==> config.mk <==
export PLATFORM = sky130hd
export DESIGN_NAME = alu_result_sel
export DESIGN_NICKNAME = d
export VERILOG_FILES = /design/src/rtl/alu_result_sel.sv
export SDC_FILE = /design/constraint.sdc
export NUM_CORES = 1
export LEC_CHECK = 0
export ABC_AREA = 0
export BUFFER_PORTS_ARGS = -buffer_cell sky130_fd_sc_hd__buf_2
export CELL_PAD_IN_SITES_DETAIL_PLACEMENT = 1
export CELL_PAD_IN_SITES_GLOBAL_PLACEMENT = 1
export CORE_ASPECT_RATIO = 1.75
export CORE_MARGIN = 3
export CORE_UTILIZATION = 30
export CTS_CLUSTER_DIAMETER = 60
export DETAILED_ROUTE_END_ITERATION = 7
export GPL_TIMING_DRIVEN = 0
export PLACE_DENSITY_LB_ADDON = 0.1
export SYNTH_ARGS = -nofsm -noshare
export SYNTH_HDL_FRONTEND = slang
export SYNTH_SLANG_ARGS = --single-unit
==> constraint.sdc <==
create_clock -name clk -period 5.6 [get_ports clk]
set_input_delay 0.56 -clock clk [delete_from_list [all_inputs] [get_ports clk]]
set_output_delay 0.56 -clock clk [all_outputs]
set_load 0.05 [all_outputs]
==> src/rtl/alu_result_sel.sv <==
// rtl/alu_result_sel.sv - registered N-to-1 ALU result selector with manual and auto-scan modes
module alu_result_sel #(
   parameter int WIDTH    = 4,
   parameter int CHANNELS = 6,
   parameter int SEL_W    = $clog2(CHANNELS),
   parameter int SCAN_DIV = 16
) (
   input  logic                      clk,
   input  logic                      rst,
   input  logic [CHANNELS*WIDTH-1:0] din,
   input  logic [SEL_W-1:0]          sel,
   input  logic                      mode,
   input  logic                      hold,
   output logic [WIDTH-1:0]          dout,
   output logic [SEL_W-1:0]          dout_chan,
   output logic                      dout_valid,
   output logic                      sel_err,
   output logic                      chan_chg
);

   localparam int               DIV_W    = (SCAN_DIV > 1) ? $clog2(SCAN_DIV) : 1;
   localparam logic [DIV_W-1:0] DIV_LAST = DIV_W'(SCAN_DIV - 1);
   localparam logic [SEL_W-1:0] LAST_IDX = SEL_W'(CHANNELS - 1);
   localparam logic [SEL_W:0]   CH_CNT   = (SEL_W + 1)'(CHANNELS);

   typedef enum logic [1:0] {IDLE, MANUAL, SCAN} state_t;

   state_t           state, state_nxt;
   logic [SEL_W-1:0] index, idx_nxt;
   logic [DIV_W-1:0] div, div_nxt;
   logic [WIDTH-1:0] dout_nxt;
   logic [SEL_W-1:0] chan_nxt;
   logic             valid_nxt, err_nxt, chg_nxt;
   logic             sel_ok;
   logic [WIDTH-1:0] sel_data, idx_data;

   assign sel_ok   = ({1'b0, sel} < CH_CNT);
   assign sel_data = din[int'(sel)*WIDTH +: WIDTH];
   assign idx_data = din[int'(idx_nxt)*WIDTH +: WIDTH];

   always_ff @(posedge clk or posedge rst) begin
      if (rst) begin
         state      <= IDLE;
         index      <= '0;
         div        <= '0;
         dout       <= '0;
         dout_chan  <= '0;
         dout_valid <= 1'b0;
         sel_err    <= 1'b0;
         chan_chg   <= 1'b0;
      end else begin
         state      <= state_nxt;
         index      <= idx_nxt;
         div        <= div_nxt;
         dout       <= dout_nxt;
         dout_chan  <= chan_nxt;
         dout_valid <= valid_nxt;
         sel_err    <= err_nxt;
         chan_chg   <= chg_nxt;
      end
   end

   // Scan output follows the next index so dout_chan equals the index register and each
   // channel is shown for exactly SCAN_DIV cycles.
   always_comb begin
      state_nxt = state;
      idx_nxt   = index;
      div_nxt   = div;
      dout_nxt  = dout;
      chan_nxt  = dout_chan;
      valid_nxt = dout_valid;
      err_nxt   = sel_err;
      chg_nxt   = 1'b0;
      if (!hold) begin
         if (!mode) begin
            state_nxt = MANUAL;
            if (sel_ok) begin
               dout_nxt  = sel_data;
               chan_nxt  = sel;
               valid_nxt = 1'b1;
               err_nxt   = 1'b0;
            end else begin
               dout_nxt  = '0;
               valid_nxt = 1'b0;
               err_nxt   = 1'b1;
            end
         end else begin
            state_nxt = SCAN;
            err_nxt   = 1'b0;
            valid_nxt = 1'b1;
            if (state != SCAN) begin
               idx_nxt = sel_ok ? sel : '0;
               div_nxt = '0;
            end else if (div == DIV_LAST) begin
               div_nxt = '0;
               idx_nxt = (index == LAST_IDX) ? '0 : index + 1'b1;
            end else begin
               div_nxt = div + 1'b1;
            end
            dout_nxt = idx_data;
            chan_nxt = idx_nxt;
         end
         chg_nxt = (chan_nxt != dout_chan);
      end
   end

endmodule

==> impl_metrics.csv <==
group,metric,value,unit
run_status,status,"complete, no violations",
placement,place_congestion,0.757,
floorplanning,initial_core_util,30.9,%
yosys,syn_nets,220,
yosys,yosys-mux-area-fraction,13.6,%
yosys,ys_seq_elements,19,
placement,hpwl,4.41,mm
layout,final_nets,263,
yosys,synth_common_cells,"19 x dfrtp_1, 15 x a21oi_1, 15 x nand2_1",
critical_path,reg2reg_to,"dout[2]",
yosys,yosys.area_share.adder,0.725,%
job,max-cap-violations,0,
layout,multi_input_area,0.00117,sq mm
placement,io_buffers,38,
detailed_routing,postRouteAntennaNets,0,
layout,fillers,709,
critical_path,crit_path_end_kind,"flip-flop",
floorplanning,die_area,0.00674,sq mm
floorplanning,die_w,63.4,um
pwr,cellPowerDensity,225,mW/mm^2
timing,rsz0062_at_grt,"no",
timing,period_share,39.2,%
pwr,switching_share,41.1,%
detailed_routing,routed_wl,5.54,mm
detailed_routing,drc,0,
layout,layout-drive-gt1-share,30.9,%
clock_network,ctsHoldBuffers,0,
floorplanning,top_level_ports,41,
yosys,synth_xor_area_share,1.52,%
global_route,grt_overflow,0,
yosys,syn_area,0.00173,sq mm
clock_network,clockRootBuffer,"clkbuf_8",
clock_network,cts.clk_slew.worst_paths,80,ps
detailed_routing,vias_per_cell,5.33,
critical_path,rr_worst_depth,7,
floorplanning,fp.dieH,106,um
clock_network,numCtsBuffers,3,
pwr,p_comb_share,41.2,%
detailed_routing,first_pass_iters,4,
global_route,grt_pass1_vias,1734,
floorplanning,num_rows,36,
clock_network,htreeDepth,1,
timing,slew_headroom,45.8,%
yosys,synth_top_family_by_area,"simple AND/OR/NAND/NOR gates",
critical_path,path_class,"flip-flop to flip-flop",
timing,fin_crit,2190,ps
critical_path,required,5760,ps
clock_network,cts_resized,0,
yosys,synth_top_area_share,27.5,%
layout,regArea,475,sq um
yosys,yosysMostFrequentCell,"dfrtp_1",
pwr,intPower,0.273,mW
clock_network,post_cts_buffers,0,
pwr,p_clk_share,22.2,%
clock_network,cts.sinks,19,
yosys,synthArstFlopShare,100,%
global_route,grt_pass1_wl,9.00,mm
yosys,synth_edf_count,0,
timing,finalSetupTns,0,ps
yosys,yosysSeqAreaShare,27.5,%
yosys,yosys_most_used_dff,"dfrtp_1",
pwr,ir_drop,0.000121,V
timing,setup_viol,0,
critical_path,cp.arrival,2360,ps
critical_path,crit_fanout,6,
placement,place_inst,302,
yosys,synth.area.top_cells,"dfrtp_1 28%, mux2i_1 6.4%, mux4_2 5.2%, a21oi_1 4.3%, o21ai_0 3.8%",
pwr,p_seq_share,36.5,%
timing,max_freq,0.456,GHz
critical_path,startpoint_type,"flip-flop",
worst_hold_path,worstHoldPathType,"input pin to asynchronous set/reset pin",
timing,tightest_slew,813,ps
pwr,p_switching,0.190,mW
global_route,grt_usage,17.0,%
timing,hold_violations,0,
yosys,post_synth_num_cell_types,53,
yosys,postSynthCellCount,188,
global_route,antenna_found_initial,0,
layout,syn_to_final_growth,19.2,%
layout,final_area,0.00206,sq mm
layout,fin_cells,306,
clock_network,cts_tree,"done",
yosys,synth-compound-area-share,24.7,%
clock_network,cts_buffer_depth,2,
detailed_routing,vias,1632,
critical_path,reg2reg_slack,3410,ps
floorplanning,core,0.00559,sq mm
global_route,grt_max_degree,20,
layout,antenna_cells,0,
timing,finClkSkew,4.03,ps
yosys,avgSynthCellArea,9.18,sq um
clock_network,clkLatencyLatePin,260,ps
timing,drv_slew,0,
pwr,p_leak,0.897,nW
detailed_routing,first_iter_violations,73,
yosys,yosys_warnings,0,
critical_path,r2r-start,"div[0]",
placement,dpl_cell_area,0.00201,sq mm
yosys,yosysTopAreaCell,"dfrtp_1",
yosys,synth-simple-area-share,27.2,%
detailed_routing,wl_per_cell,18.1,um
[layer usage]
| metal | vias up | track usage [%] | routed length [um] |
|---|---|---|---|
| li1 | 795 | - | - |
| met1 | 806 | 19.0 | 2230 |
| met2 | 26 | 33.5 | 3110 |
| met3 | 5 | 1.69 | 147 |
| met4 | 0 | 3.71 | 47 |
| met5 | - | 0 | 0 |
[worst max-delay path, stage by stage (launching register included)]
cell	delay [ps]
dfrtp_1	390
ha_1	300
and4_1	280
mux2i_1	430
nand2b_4	250
nor3_4	60
o21a_1	120
a211oi_1	250
[worst max-delay path by stage]
stage	start	end	slack, ps
after CTS	div[0]	dout[2]	3350
after detailed placement	div[0]	dout[2]	3360
after global routing	div[0]	dout[2]	3190
after floorplan	mode	dout[1]	3720
final	div[0]	dout[2]	3410
after global placement	div[0]	dout[0]	3360
[layout make-up]
class                   instances  area share, %
plain buffers                   9           2.55
clock buffers                   3           2.01
clock inverters                 1          0.243
inverters                       8           1.46
multi-input cells             152           56.8
flip-flops and latches         19           23.1
well taps                      76           4.62
repair buffers                 38           9.24
[power by group through the flow]
| stage | clock [mW] | combinational (mW) | sequential (mW) |
|---|---|---|---|
| finish | 0.103 | 0.191 | 0.169 |
| global route | 0.116 | 0.208 | 0.172 |
| CTS | 0.109 | 0.194 | 0.170 |
| detailed placement | 0 | 0.193 | 0.172 |
| global placement | 0 | 0.192 | 0.172 |
| floorplan | 0 | 0.104 | 0.205 |
[stage by stage]
step	setup WS (ps)	power (mW)	hold WS, ps	util, %
finish	3410	0.463	438	36.9
global route	3190	0.496	491	36.9
CTS	3350	0.472	468	36.9
detailed placement	3360	0.365	464	36.0
global placement	3360	0.364	459	36.0
floorplan	3720	0.310	501	-
[logic make-up after synthesis]
logic type               after synthesis
multiplexers                          17
XOR/XNOR                               3
AO/OA/AOI/OAI                         60
AND/OR/NAND/NOR                       71
buffers and inverters                 17
flip-flops                            19
adder cells (fa/ha/maj)                1
[cell usage in the layout (no fill, tap or decap), drive strengths merged, types with 7 or more instances in the layout]
cell type   n
nor3        7
nand2      16
inv         8
o21ai      17
and3        7
nand3      10
buf        47
mux2i      12
a21oi      15
dfrtp      19
[state kept, by name, indices dropped and copies added, names as in the netlist]
signal      flops
chan_chg        1
div             4
dout            4
dout_chan       3
dout_valid      1
index           3
sel_err         1
state           2
No activity file was read; power rests on OpenSTA's default activity.
